`src/rtl/sseg_pkg.sv`:
```
// -----------------------------------------------------------------------------
// sseg_pkg
// Shared types and constants for the four-digit seven-segment scan controller.
//   scan_state_e   : scan sequencer states (OFF, BLANK, DRIVE)
//   ANODE_OFF      : active-low anode pattern with every digit dark
//   NUM_DIGITS     : number of multiplexed digits
//   bcd_digit_t    : one BCD nibble
//   digit_bank_t   : packed bank of NUM_DIGITS nibbles, index 0 = ones
//   anode_onehot_n : active-low one-hot anode pattern for a digit select
// -----------------------------------------------------------------------------
package sseg_pkg;

    typedef enum logic [1:0] {
        OFF   = 2'd0,
        BLANK = 2'd1,
        DRIVE = 2'd2
    } scan_state_e;

    localparam logic [3:0] ANODE_OFF  = 4'hF;
    localparam int         NUM_DIGITS = 4;

    typedef logic [3:0] bcd_digit_t;
    typedef bcd_digit_t [NUM_DIGITS-1:0] digit_bank_t;

    function automatic logic [3:0] anode_onehot_n(input logic [1:0] sel);
        return ~(4'b0001 << sel);
    endfunction

endpackage

```
`src/rtl/sseg_scan_controller_if.sv`:
```
// -----------------------------------------------------------------------------
// sseg_scan_controller_if
// Valid/ready load port carrying a new set of four BCD digits.
//   load_valid  : producer has a digit set on load_digits
//   load_ready  : controller's shadow buffer is free
//   load_digits : [3:0] ones, [7:4] tens, [11:8] hundreds, [15:12] thousands
// Modports: master = value producer, slave = scan controller.
// -----------------------------------------------------------------------------
interface sseg_scan_controller_if;
    import sseg_pkg::*;

    logic                      load_valid;
    logic                      load_ready;
    logic [NUM_DIGITS*4-1:0]   load_digits;

    modport master (
        output load_valid,
        output load_digits,
        input  load_ready
    );

    modport slave (
        input  load_valid,
        input  load_digits,
        output load_ready
    );

endinterface

```
`src/rtl/sseg_scan_timer.sv`:
```
// -----------------------------------------------------------------------------
// sseg_scan_timer
// Up-counter with synchronous clear and a terminal-count flag. The counter runs
// 0..limit-1; the owner clears it whenever it changes phase, so it never needs
// to wrap on its own.
//   clk    : system clock, rising edge
//   rst_n  : asynchronous active-low reset
//   clr    : synchronous clear to 0 (takes priority over counting)
//   limit  : phase length in cycles, sampled every cycle
//   tc     : high while the count equals limit-1
// -----------------------------------------------------------------------------
module sseg_scan_timer #(
    parameter int CNT_W = 17
) (
    input  logic             clk,
    input  logic             rst_n,
    input  logic             clr,
    input  logic [CNT_W-1:0] limit,
    output logic             tc
);

    logic [CNT_W-1:0] cnt_q;
    logic [CNT_W-1:0] cnt_d;

    always_comb begin
        cnt_d = cnt_q + CNT_W'(1);
        if (clr) begin
            cnt_d = '0;
        end
    end

    always_ff @(posedge clk or negedge rst_n) begin
        if (!rst_n) begin
            cnt_q <= '0;
        end else begin
            cnt_q <= cnt_d;
        end
    end

    assign tc = (cnt_q == (limit - CNT_W'(1)));

endmodule

```
`src/rtl/sseg_scan_controller.sv`:
```
// -----------------------------------------------------------------------------
// sseg_scan_controller
// Time-multiplexing sequencer for a four-digit seven-segment display. Steps a
// digit select through 0..3, drives one active-low anode per digit with an
// optional all-dark gap before each digit, suppresses leading zeros on request,
// and double-buffers the displayed digits so updates land on frame boundaries.
//   clk            : system clock, rising edge
//   rst_n          : asynchronous active-low reset
//   enable         : 1 = scan, 0 = all anodes dark
//   lz_blank       : 1 = leading zeros stay dark (digit1 always shown)
//   load_if        : valid/ready digit load port (slave side)
//   digit1..digit4 : committed digits, ones..thousands
//   refreshcounter : digit select for the BCD mux, 0 = rightmost
//   anode_n        : active-low anode enables, bit k = digit k+1
//   frame_done     : one-cycle pulse when refreshcounter wraps 3->0
// -----------------------------------------------------------------------------
module sseg_scan_controller
    import sseg_pkg::*;
#(
    parameter int TICKS_PER_DIGIT = 100000,
    parameter int BLANK_TICKS     = 1000,
    parameter int CNT_W           = 17
) (
    input  logic                         clk,
    input  logic                         rst_n,
    input  logic                         enable,
    input  logic                         lz_blank,
    sseg_scan_controller_if.slave        load_if,
    output logic [3:0]                   digit1,
    output logic [3:0]                   digit2,
    output logic [3:0]                   digit3,
    output logic [3:0]                   digit4,
    output logic [1:0]                   refreshcounter,
    output logic [3:0]                   anode_n,
    output logic                         frame_done
);

    localparam logic [CNT_W-1:0] DRIVE_LIMIT = CNT_W'(TICKS_PER_DIGIT);
    localparam logic [CNT_W-1:0] BLANK_LIMIT = CNT_W'(BLANK_TICKS);
    // With no blanking the sequencer chains DRIVE straight into DRIVE.
    localparam scan_state_e GAP_STATE = (BLANK_TICKS == 0) ? DRIVE : BLANK;

    scan_state_e      state_q, state_d;
    logic [1:0]       rc_q, rc_d;
    logic [3:0]       anode_n_q, anode_n_d;
    logic             frame_done_q, frame_done_d;
    logic             load_ready_q, load_ready_d;
    digit_bank_t      digits_q, digits_d;
    digit_bank_t      shadow_q, shadow_d;

    logic             timer_clr;
    logic             timer_tc;
    logic [CNT_W-1:0] timer_limit;
    logic             accept;
    logic             commit;

    // A digit is visible unless lz suppression is on and it, together with
    // every more significant digit, is zero. Non-BCD nibbles count as nonzero.
    function automatic logic digit_visible(input digit_bank_t bank,
                                           input logic [1:0]  sel,
                                           input logic        lz);
        logic visible;
        visible = ~lz || (sel == 2'd0);
        for (int k = 0; k < NUM_DIGITS; k++) begin
            if ((k >= int'(sel)) && (bank[k] != 4'd0)) begin
                visible = 1'b1;
            end
        end
        return visible;
    endfunction

    assign timer_limit = (state_q == BLANK) ? BLANK_LIMIT : DRIVE_LIMIT;

    sseg_scan_timer #(
        .CNT_W (CNT_W)
    ) u_timer (
        .clk   (clk),
        .rst_n (rst_n),
        .clr   (timer_clr),
        .limit (timer_limit),
        .tc    (timer_tc)
    );

    // Sequencer: next state, digit select, timer clear and wrap pulse.
    always_comb begin
        state_d      = state_q;
        rc_d         = rc_q;
        timer_clr    = 1'b0;
        frame_done_d = 1'b0;
        if (!enable) begin
            state_d   = OFF;
            rc_d      = 2'd0;
            timer_clr = 1'b1;
        end else begin
            unique case (state_q)
                OFF: begin
                    state_d   = GAP_STATE;
                    rc_d      = 2'd0;
                    timer_clr = 1'b1;
                end
                BLANK: begin
                    if (timer_tc) begin
                        state_d   = DRIVE;
                        timer_clr = 1'b1;
                    end
                end
                DRIVE: begin
                    if (timer_tc) begin
                        state_d      = GAP_STATE;
                        rc_d         = rc_q + 2'd1;
                        timer_clr    = 1'b1;
                        frame_done_d = (rc_q == 2'd3);
                    end
                end
                default: begin
                    state_d   = OFF;
                    rc_d      = 2'd0;
                    timer_clr = 1'b1;
                end
            endcase
        end
    end

    // Shadow buffer: accept needs an empty shadow and commit needs a full one,
    // so the two can never fire on the same edge.
    always_comb begin
        accept       = load_if.load_valid && load_ready_q;
        commit       = !load_ready_q && (frame_done_d || (state_q == OFF));
        shadow_d     = shadow_q;
        digits_d     = digits_q;
        load_ready_d = load_ready_q;
        if (accept) begin
            shadow_d     = digit_bank_t'(load_if.load_digits);
            load_ready_d = 1'b0;
        end
        if (commit) begin
            digits_d     = shadow_q;
            load_ready_d = 1'b1;
        end
    end

    // Anodes are decoded from the next state so they line up with state_q.
    always_comb begin
        anode_n_d = ANODE_OFF;
        if ((state_d == DRIVE) && digit_visible(digits_d, rc_d, lz_blank)) begin
            anode_n_d = anode_onehot_n(rc_d);
        end
    end

    always_ff @(posedge clk or negedge rst_n) begin
        if (!rst_n) begin
            state_q      <= OFF;
            rc_q         <= 2'd0;
            anode_n_q    <= ANODE_OFF;
            frame_done_q <= 1'b0;
            load_ready_q <= 1'b1;
            digits_q     <= '0;
            shadow_q     <= '0;
        end else begin
            state_q      <= state_d;
            rc_q         <= rc_d;
            anode_n_q    <= anode_n_d;
            frame_done_q <= frame_done_d;
            load_ready_q <= load_ready_d;
            digits_q     <= digits_d;
            shadow_q     <= shadow_d;
        end
    end

    assign digit1             = digits_q[0];
    assign digit2             = digits_q[1];
    assign digit3             = digits_q[2];
    assign digit4             = digits_q[3];
    assign refreshcounter     = rc_q;
    assign anode_n            = anode_n_q;
    assign frame_done         = frame_done_q;
    assign load_if.load_ready = load_ready_q;

endmodule

```
`src/flat_wrapper.sv`:
```
// flat-port wrapper written by rule: the top's interface ports become plain ports
module sseg_scan_controller_flat import sseg_pkg::*;
#(
    parameter int TICKS_PER_DIGIT = 100000,
    parameter int BLANK_TICKS     = 1000,
    parameter int CNT_W           = 17
)
  (clk, rst_n, enable, lz_blank, digit1, digit2, digit3, digit4, refreshcounter, anode_n, frame_done, load_if_load_valid, load_if_load_digits, load_if_load_ready);
  sseg_scan_controller_if load_if_i ();
  input  logic clk;
  input  logic rst_n;
  input  logic enable;
  input  logic lz_blank;
  output logic [3:0] digit1;
  output logic [3:0] digit2;
  output logic [3:0] digit3;
  output logic [3:0] digit4;
  output logic [1:0] refreshcounter;
  output logic [3:0] anode_n;
  output logic frame_done;
  input wire logic [$bits(load_if_i.load_valid)-1:0] load_if_load_valid;
  input wire logic [$bits(load_if_i.load_digits)-1:0] load_if_load_digits;
  output wire logic [$bits(load_if_i.load_ready)-1:0] load_if_load_ready;
  assign load_if_i.load_valid = load_if_load_valid;
  assign load_if_i.load_digits = load_if_load_digits;
  assign load_if_load_ready = load_if_i.load_ready;
  sseg_scan_controller #(.TICKS_PER_DIGIT(TICKS_PER_DIGIT), .BLANK_TICKS(BLANK_TICKS), .CNT_W(CNT_W)) u_core (.clk(clk), .rst_n(rst_n), .enable(enable), .lz_blank(lz_blank), .load_if(load_if_i), .digit1(digit1), .digit2(digit2), .digit3(digit3), .digit4(digit4), .refreshcounter(refreshcounter), .anode_n(anode_n), .frame_done(frame_done));
endmodule
```
`config.mk`:
```
export PLATFORM = sky130hd
export DESIGN_NAME = sseg_scan_controller_flat
export DESIGN_NICKNAME = d
export VERILOG_FILES = /design/src/rtl/sseg_pkg.sv /design/src/rtl/sseg_scan_controller_if.sv /design/src/rtl/sseg_scan_timer.sv /design/src/rtl/sseg_scan_controller.sv /design/src/flat_wrapper.sv
export SDC_FILE = /design/constraint.sdc
export NUM_CORES = 1
export LEC_CHECK = 0
export CORE_MARGIN = 1
export CORE_UTILIZATION = 60
export CTS_CLUSTER_SIZE = 24
export DETAILED_ROUTE_END_ITERATION = 6
export DONT_BUFFER_PORTS = 1
export GPL_TIMING_DRIVEN = 0
export PLACE_DENSITY_LB_ADDON = 0.15
export SLEW_MARGIN = 40
export SYNTH_ARGS = -nofsm -noshare
export SYNTH_HDL_FRONTEND = slang
export SYNTH_SLANG_ARGS = --single-unit
```
`constraint.sdc`:
```
create_clock -name clk -period 2.8 [get_ports clk]
set_input_delay 0.7 -clock clk [delete_from_list [all_inputs] [get_ports clk]]
set_output_delay 0.7 -clock clk [all_outputs]
set_load 0.01 [all_outputs]
```
==> results.yml, run 1 <==
run_status:
  status: "finished clean"
worst_setup_path:
  required_ns: 3.02
  cp-end-kind: "flop"
  start_kind: "flop"
  critical_path_class: "reg -> reg"
  cp_max_fo: 5
  critical_path_arrival_ns: 2.56
  rrSetupSlack_ns: 0.46
global_route:
  grt_usage_pct: 23.8
  grt_pass1_vias: 1785
  grt_first_pass_wirelength_mm: 8.79
  grt.overflow.total: 0
  antenna_found_initial: 0
  grt_max_degree: 60
power:
  p_leak_nw: 1.22
  p_per_area_nw_per_um2: 710
  swShare_pct: 27.5
  ir_worst_vdd_mv: 0.581
  internal-power_mw: 1.52
  combPwrFrac_pct: 10.7
  clock_power_share_pct: 32.2
  switchingPower_mw: 0.576
  seq_power_share_pct: 57.0
sta:
  tns_ns: 0
  period_minus_slack_ns: 2.34
  period_share_pct: 83.5
  worst_pin_slew_ns: 0.682
  slew_viol_final: 0
  setup_ws_ns: 0.463
  rsz0062_at_grt: "no"
  finalHoldViolCount: 0
  max_freq_mhz: 428
  setup_violations: 0
  finClkSkew_ns: 0.00872
  relSlewSlack_pct: 54.5
routing:
  wire_per_inst_um: 17.8
  drtIter0Drc: 127
  num_vias: 1755
  dr.pass1.iters: 5
  viasPerCell: 6.05
  drt_wl_total_mm: 5.16
  ant_nets: 0
  remaining_drc_errors: 0
floorplanning:
  pin_count: 45
  initial_core_util_pct: 62.3
  fp-row-count: 24
  placeableCoreArea_um2: 4350
  fp.dieArea_um2: 4790
  die_h_um: 69.2
  die_w_um: 69.2
final_layout:
  layout_commonest_cell: "dfrtp_1"
  fillers: 319
  nets: 260
  mostFrequentLayoutCells: "dfrtp_1 (54), mux2_2 (32), nor2_1 (23)"
  syn_to_final_growth_pct: 8.81
  drive_above_1_share_pct: 26.5
  diodes: 0
logic_synthesis:
  syn_nets: 249
  syn_avg_cell_area_um2: 12.2
  ys_ff_latch: 59
  synth_area_leader_cell: "dfrtp_1"
  synth_top_area_share_pct: 49.8
  synth_seq_area_share_pct: 54.7
  synth_area_um2: 2710
  syn_inst: 222
  synth_cell_type_count: 40
  yosys_warnings: 0
  synth.area.top_cells: "dfrtp_1 (50%), mux2_2 (13%), dfstp_2 (4.8%)"
clock_network:
  clk_latency_ns: 0.33
  cts-root-buf: "clkbuf_8"
  cts-hold-fix-buffers: 0
  path_clk_slew_ns: 0.07
  cts_buffers: 9
  cts_buffer_depth: 2
  cts_htree_levels: 3
  post_cts.repair.setup_buffers: 0
  post_cts_resized: 0
  tritoncts: "done"
  clock_sinks: 59
job:
  drv_cap: 0
hold_path:
  hp-class: "in -> async"
place:
  gp_congestion: 0.884
  place_ws_ns: 0.490
  placement.io_buffers: 0
  place_hpwl_mm: 3.67
layer usage:
metal	track usage, %	wire, µm	part of all wire [%]
met4	13.8	127	2.5
met3	5.81	207	4.0
met1	31.6	2300	44
met5	0	0	0
met2	35.9	2530	49
critical path: stages, from the launching register on:
cell       delay (ns)
dfrtp_1          0.41
inv_1            0.09
ha_1             0.25
nor4b_2          0.28
nand2_1          0.16
a21oi_4          0.26
nand4_4          0.14
a2111oi_4        0.47
o2111ai_1        0.18
per-stage QoR:
stage | util [%] | total power, mW | std cells | cell area [µm²] | hold WS [ns]
floorplan | - | 1.35 | 222 | 2710 | 0.404
global placement | 63.8 | 1.40 | 274 | 2780 | 0.406
detailed placement | 63.8 | 1.43 | 274 | 2780 | 0.407
CTS | 67.8 | 2.12 | 290 | 2950 | 0.0442
global route | 67.8 | 2.19 | 290 | 2950 | 0.0371
finish | 67.8 | 2.09 | 290 | 2950 | 0.0609
registers in the layout, summed over array words and instances (netlist names), named ones only:
name,flops
u_core.load_if.load_ready,1
u_core.frame_done,1
u_core.digit2,4
u_core.refreshcounter,2
u_core.anode_n,4
u_core.shadow_q,16
u_core.u_timer.cnt_q,17
u_core.state_q,2
u_core.digit4,4
u_core.digit3,4
synth_stat cells (all sizes together):
cell type  count
a2111oi        1
dfstp          5
nor3           2
nand4          6
a22o           1
and3           2
and4b          1
clkbuf         1
nand2b         2
mux2          33
a211oi         1
nand3         13
o31a           1
nor2          23
and4           1
and2           4
nor4           6
xnor2          5
o21a           1
and4bb         3
a21oi          2
nor2b          1
a2bb2oi        1
mux2i          2
inv            7
buf            5
o21ai          2
o2111ai        1
o32ai          1
nand2         14
ha             6
xor2          10
nor4b          3
or4            1
dfrtp         54
path summary, 6_finish.rpt:
path / from / cells after the start / endpoint
max: u_core.state_q[1] / 8 / u_core.anode_n[3]
min: rst_n / 0 / u_core.digit4[0]
max reg2reg: u_core.state_q[1] / 8 / u_core.anode_n[3]
min reg2reg: u_core.u_timer.cnt_q[0] / 1 / u_core.u_timer.cnt_q[0]
max in group asynchronous: rst_n / 0 / u_core.anode_n[0]
min in group clk: u_core.u_timer.cnt_q[0] / 1 / u_core.u_timer.cnt_q[0]
final cells by class:
cell class / instances / area (µm²) / area share (%)
buffer: 6 / 31.3 / 1.06
clock buffer: 13 / 159 / 5.38
clock inverter: 3 / 15.0 / 0.509
inverter: 7 / 26.3 / 0.890
multi-input combinational: 150 / 1170 / 39.7
sequential: 59 / 1480 / 50.2
tap: 52 / 65.1 / 2.20
kinds of logic after synthesis:
family | count (synthesis) | synth area share, %
flops | 59 | 54.7
compound gates | 12 | 4.34
fa+ha+maj | 6 | 2.77
buf+inv | 13 | 2.12
simple gates | 82 | 16.8
xor+xnor | 15 | 4.84
mux | 35 | 14.4
power groups by stage:
stage	Clock, mW	Combinational (mW)	Sequential [mW]
2_1_floorplan	0	0.192	1.16
3_3_place_gp	0	0.208	1.19
3_5_place_dp	0	0.224	1.21
4_1_cts	0.692	0.226	1.20
5_1_grt	0.730	0.244	1.22
6_report	0.675	0.225	1.19
(Power assumes the default switching activity.)
==> inputs of run 2 (changes only) <==
--- a/config.mk
+++ b/config.mk
@@ -5,8 +5,9 @@
 export SDC_FILE = /design/constraint.sdc
 export NUM_CORES = 1
 export LEC_CHECK = 0
+export ABC_AREA = 1
 export CORE_MARGIN = 1
-export CORE_UTILIZATION = 60
+export CORE_UTILIZATION = 56
 export CTS_CLUSTER_SIZE = 24
 export DETAILED_ROUTE_END_ITERATION = 6
 export DONT_BUFFER_PORTS = 1
==> constraint.sdc (replaced) <==
create_clock -name clk -period 2.1 [get_ports clk]
set_input_delay 0.525 -clock clk [delete_from_list [all_inputs] [get_ports clk]]
set_output_delay 0.525 -clock clk [all_outputs]
set_load 0.01 [all_outputs]
==> run 2 against run 1 <==
Net effect:
- the run now ends with DRC left
- first-iteration DRC count is 31% lower
- worst hold slack got worse by 0.022 ns
- synthesized area is 0.92% lower
- clock power increased by 39%
- largest cell class unchanged
==> results.yml, run 2 <==
place:
  gp_congestion: 0.771
  placedInstanceArea_um2: 2750
  placement.io_buffers: 0
  place_hpwl_mm: 3.42
  place_ws_ns: -0.0229
global_route:
  grt_usage_pct: 21.9
  grt.overflow.total: 0
  grt_max_degree: 55
  grt_first_pass_wirelength_mm: 8.36
  grt_pass1_vias: 1887
  antenna_found_initial: 0
sta:
  setup_ws_ns: 0.0125
  finClkSkew_ns: 0.00661
  slew_viol_final: 0
  period_minus_slack_ns: 2.09
  max_freq_mhz: 479
  setup_violations: 0
  tns_ns: 0
  period_share_pct: 99.4
  relSlewSlack_pct: 61.6
  finalHoldViolCount: 0
  hold_slack_ns: 0.0391
  rsz0062_at_grt: "yes"
  worst_pin_slew_ns: 0.576
logic_synthesis:
  syn_nets: 318
  synth-simple-area-share_pct: 24.9
  ys_ff_latch: 59
  synth-edff-count: 0
  ys.flop_type: "dfrtp_1"
  synth_cell_type_count: 30
  ys_async_sr_fraction_pct: 100
  synth_area_um2: 2690
  synth_xor_area_share_pct: 0.652
  synth_top_area_share_pct: 50.3
  synth_seq_area_share_pct: 55.2
  yosys-top-cells-count: "nand2_1 (65), dfrtp_1 (54), nor2_1 (41)"
  synth_fa_ha_area_share_pct: 2.79
  synth_compound_area_share_pct: 3.21
  syn_avg_cell_area_um2: 9.24
  muxShareOfSynthArea_pct: 7.54
  synth_area_leader_cell: "dfrtp_1"
  synth.area.top_cells: "dfrtp_1 (50%), nand2_1 (9.1%), mux2_2 (7.5%)"
  yosysMostFrequentCell: "nand2_1"
  synth_top_family_by_area: "simple AND/OR/NAND/NOR gates"
  syn_inst: 291
  yosys_warnings: 0
final_layout:
  syn_to_final_growth_pct: 20.4
  mostFrequentLayoutCells: "nand2_1 (56), dfrtp_1 (53), nor2_1 (32)"
  top_register: "u_core.u_timer.cnt_q"
  reg_top3: "u_core.u_timer.cnt_q x17, u_core.shadow_q x16"
  nets: 348
  largest_register_ffs: 17
  layout_commonest_cell: "nand2_1"
  drive_above_1_share_pct: 30.1
  diodes: 0
  fin_area_um2: 3240
floorplanning:
  fp.dieArea_um2: 5080
  placeableCoreArea_um2: 4470
  die_h_um: 71.3
  initial_core_util_pct: 60.1
  die_w_um: 71.3
  pin_count: 45
  fp-row-count: 24
routing:
  dr.pass1.iters: 6
  drt_wl_total_mm: 5.39
  wire_per_inst_um: 14.3
  remaining_drc_errors: 1
  drtIter0Drc: 87
  viasPerCell: 5.36
  num_vias: 2025
  ant_nets: 0
worst_setup_path:
  crit_path_start: "u_core.u_timer.cnt_q[0]"
  required_ns: 2.37
  timing.rr.end: "u_core.anode_n[1]"
  critical_path_class: "reg -> reg"
  r2r_start: "u_core.u_timer.cnt_q[0]"
  critical_path_arrival_ns: 2.36
  start_kind: "flop"
  rrSetupSlack_ns: 0.01
  reg2regPathDepth: 16
  cp-end-kind: "flop"
  cp_max_fo: 8
  cp-endpoint: "u_core.anode_n[1]"
run_status:
  status: "complete, but fails checks"
  violations: "DRC"
power:
  swShare_pct: 28.6
  seq_power_share_pct: 52.4
  clock_power_share_pct: 32.7
  p_per_area_nw_per_um2: 887
  p_leak_nw: 1.54
  combPwrFrac_pct: 14.9
  ir_worst_vdd_mv: 0.684
  power.total_mw: 2.87
  internal-power_mw: 2.05
  switchingPower_mw: 0.820
clock_network:
  cts_buffers: 9
  path_clk_slew_ns: 0.06
  cts-root-buf: "clkbuf_8"
  cts_htree_levels: 3
  tritoncts: "done"
  cts_buffer_depth: 2
  clk_latency_ns: 0.33
  clock_sinks: 59
job:
  drv_cap: 0
hold_path:
  hp-class: "in -> async"
run 2: cells by family (layout without fill, tap and decap cells):
logic type / Yosys count / count (layout)
buf+inv: 39 / 73
compound gates: 14 / 14
xor+xnor: 2 / 2
mux: 18 / 18
fa+ha+maj: 6 / 6
flops: 59 / 59
simple gates: 153 / 154
run 2: power by group through the flow:
stage	logic, mW	clock network, mW	registers, mW
3_5_place_dp	0.333	0	1.52
5_1_grt	0.481	0.999	1.53
4_1_cts	0.363	0.953	1.50
6_report	0.428	0.937	1.50
2_1_floorplan	0.277	0	1.48
3_3_place_gp	0.321	0	1.51
run 2: final cells by class:
type | instances | area [µm²]
Clock buffer | 14 | 173
Clock inverter | 2 | 10.0
Timing Repair Buffer | 18 | 155
Inverter | 34 | 128
Fill cell | 340 | 1240
Multi-Input combinational cell | 194 | 1180
Tap cell | 52 | 65.1
Sequential cell | 59 | 1480
Buffer | 5 | 38.8
run 2: what timing repair did:
item	4_1_cts	5_1_grt
resized for setup	3	41
setup buffers	0	17
setup endpoints to repair	5	9
pin swaps	1	13
cloned	0	1
hold endpoints to repair	54	0
hold buffers	1	0
run 2: layer usage:
| metal | up-vias | GRT usage (%) | share of wire [%] |
|---|---|---|---|
| met2 | 46 | 36.3 | 50 |
| met3 | 8 | 7.59 | 5.6 |
| met4 | 0 | 9.33 | 1.9 |
| li1 | 993 | - | - |
| met1 | 978 | 26.1 | 42 |
| met5 | - | 0 | 0 |
run 2: how the worst min path moves through the flow:
stage | endpoint | slack (ns) | cells past startpoint
after floorplan | async pin | 0.23 | 0
after global placement | u_core.u_timer.cnt_q[2] | 0.23 | 0
after detailed placement | u_core.u_timer.cnt_q[5] | 0.23 | 0
after CTS | u_core.anode_n[3] | 0.03 | 0
after global routing | u_core.anode_n[1] | 0.02 | 0
final | u_core.anode_n[3] | 0.04 | 0
run 2: stage by stage:
step | utilization (%) | std cells
finish | 72.3 | 378
global route | 72.3 | 378
CTS | 66.4 | 360
detailed placement | 61.5 | 343
global placement | 61.5 | 343
floorplan | - | 291
run 2: critical path, stage by stage (launching register included):
cell,delay (ns)
dfrtp_1,0.38
ha_2,0.20
nand2_2,0.05
inv_2,0.09
nand2_2,0.05
nor2_2,0.10
nand4_1,0.13
nand2_2,0.17
nand2_4,0.10
buf_8,0.15
nand2_4,0.06
nand2_4,0.05
nor2_4,0.11
nand2_2,0.08
nor2_4,0.12
nand3_4,0.10
nand3_2,0.09
==> inputs of run 3 (changes only) <==
--- a/config.mk
+++ b/config.mk
@@ -7,7 +7,7 @@
 export LEC_CHECK = 0
 export ABC_AREA = 1
 export CORE_MARGIN = 1
-export CORE_UTILIZATION = 56
+export CORE_UTILIZATION = 45
 export CTS_CLUSTER_SIZE = 24
 export DETAILED_ROUTE_END_ITERATION = 6
 export DONT_BUFFER_PORTS = 1
==> run 3 against run 2 <==
Net effect:
- the run now ends clean
- fmax rose by 2.6%
- sequential share of layout area is 0.64 points lower
- global-route usage fell by 2.8 points
- die area is 24% higher
- worst hold slack lost 0.0045 ns
- count of clock-buffer cells in the layout did not move
- clock power about the same
- design area is 1.5% higher
- critical endpoint is now u_core.anode_n[0]
- first-iteration DRC count down 14%
- cell count increased by 4.8%
- largest power group unchanged
==> results.yml, run 3 (same netlist as run 2, synthesis figures left out) <==
sta:
  tns_ns: 0
  worst_pin_slew_ns: 0.552
  slew_viol_final: 0
  relSlewSlack_pct: 63.2
  finalHoldViolCount: 0
  setup_violations: 0
  rsz0062_at_grt: "yes"
  period_minus_slack_ns: 2.03
  max_freq_mhz: 491
  setup_ws_ns: 0.0654
  finClkSkew_ns: 0.00587
  period_share_pct: 96.9
routing:
  viasPerCell: 5.07
  num_vias: 2006
  wire_per_inst_um: 13.7
  remaining_drc_errors: 0
  drt_wl_total_mm: 5.43
  ant_nets: 0
  drtIter0Drc: 75
  dr.pass1.iters: 4
final_layout:
  layout_commonest_cell: "dfrtp_1"
  mostFrequentLayoutCells: "dfrtp_1 (52), nand2_1 (51), nor2_1 (30)"
  nets: 346
  syn_to_final_growth_pct: 22.3
  diodes: 0
  largest_register_ffs: 17
  multi_input_area_um2: 1210
  final-seq-area_um2: 1490
  drive_above_1_share_pct: 32.7
  top_register: "u_core.u_timer.cnt_q"
  reg_top3: "u_core.u_timer.cnt_q x17, u_core.shadow_q x16"
  fillers: 501
power:
  ir_worst_vdd_mv: 0.594
  switchingPower_mw: 0.819
  p_leak_nw: 1.53
  seq_power_share_pct: 52.4
  swShare_pct: 28.5
  clock_power_share_pct: 32.8
  internal-power_mw: 2.05
  p_per_area_nw_per_um2: 873
  combPwrFrac_pct: 14.8
worst_setup_path:
  critical_path_class: "reg -> reg"
  cp_max_fo: 8
  required_ns: 2.37
  r2r_start: "u_core.u_timer.cnt_q[0]"
  start_kind: "flop"
  critical_path_arrival_ns: 2.31
  reg2regPathDepth: 16
  rrSetupSlack_ns: 0.07
  cp-end-kind: "flop"
  timing.rr.end: "u_core.anode_n[0]"
floorplanning:
  die_w_um: 79.3
  placeableCoreArea_um2: 5640
  initial_core_util_pct: 47.6
  pin_count: 45
  fp.dieArea_um2: 6290
  die_h_um: 79.3
  fp-row-count: 27
place:
  gp_congestion: 0.786
  place_ws_ns: 0.00123
  place_hpwl_mm: 3.57
  placement.io_buffers: 0
job:
  drv_cap: 0
global_route:
  grt_usage_pct: 19.1
  grt_max_degree: 55
  antenna_found_initial: 0
  grt.overflow.total: 0
  grt_first_pass_wirelength_mm: 8.98
  grt_pass1_vias: 1920
clock_network:
  cts-root-buf: "clkbuf_8"
  tritoncts: "done"
  cts_buffers: 9
  cts_htree_levels: 3
  cts_buffer_depth: 2
  path_clk_slew_ns: 0.06
  clock_sinks: 59
  clk_latency_ns: 0.33
hold_path:
  hp-class: "in -> async"
run_status:
  status: "finished clean"
[run 3: layer usage]
layer	vias to the layer above	track usage (%)	wire length, µm
met4	0	9.82	99
met2	49	28.8	2600
met1	952	24.6	2390
li1	994	-	-
met3	11	5.98	346
met5	-	0	0
[run 3: how the worst max path moves through the flow]
stage / from / endpoint / slack [ns] / cells after the start
floorplan: u_core.u_timer.cnt_q[0] / u_core.u_timer.cnt_q[16] / 0.28 / 14
global placement: u_core.u_timer.cnt_q[0] / u_core.u_timer.cnt_q[16] / 0.03 / 14
detailed placement: u_core.u_timer.cnt_q[0] / u_core.u_timer.cnt_q[16] / 0.001 / 14
CTS: u_core.u_timer.cnt_q[0] / u_core.anode_n[0] / 0.01 / 16
global route: u_core.u_timer.cnt_q[10] / u_core.anode_n[0] / -0.09 / 16
finish: u_core.u_timer.cnt_q[0] / u_core.anode_n[0] / 0.07 / 16
[run 3: metrics by stage]
stage | area, µm² | instances | utilization (%) | power (mW) | hold slack [ns]
after floorplan | 2690 | 291 | - | 1.76 | 0.229
after global placement | 2780 | 363 | 49.2 | 1.84 | 0.231
after detailed placement | 2780 | 363 | 49.2 | 1.85 | 0.231
after CTS | 2990 | 380 | 53.0 | 2.83 | 0.0187
after global routing | 3290 | 396 | 58.2 | 3.03 | 0.0180
final | 3290 | 396 | 58.2 | 2.87 | 0.0346
[run 3: repair_timing]
action / 4_1_cts / 5_1_grt
resized for setup: 1 / 57
pin swaps: 0 / 19
hold buffers: 1 / 0
endpoints found under the hold margin: 54 / 0
endpoints found under the setup margin: 1 / 17
buffers inserted: 0 / 16
[run 3: final cells by class]
type,count,area share [%]
buffer,5,1.18
clock buffer,14,5.26
clock inverter,2,0.305
inverter,34,3.96
multi-input combinational,193,36.9
sequential,59,45.2
tap,72,2.74
timing repair buffer,17,4.49
[run 3: power by group through the flow]
stage          sequential, mW  clock (mW)  combinational (mW)
2_1_floorplan            1.48           0               0.277
3_3_place_gp             1.52           0               0.319
3_5_place_dp             1.52           0               0.330
4_1_cts                  1.50       0.968               0.356
5_1_grt                  1.53        1.02               0.486
6_report                 1.50       0.940               0.426
[run 3: critical path, stage by stage, from the launching register on]
cell	delay (ns)
dfrtp_1	0.37
ha_2	0.19
nand2_2	0.07
inv_4	0.08
nand2_4	0.05
nor2_4	0.09
nand4_1	0.12
nand2_2	0.15
nand2_4	0.10
buf_8	0.15
nand2_4	0.05
nand2_4	0.05
nor2_4	0.10
nand2_2	0.07
nor2_4	0.14
nand3_4	0.11
nand3_2	0.09
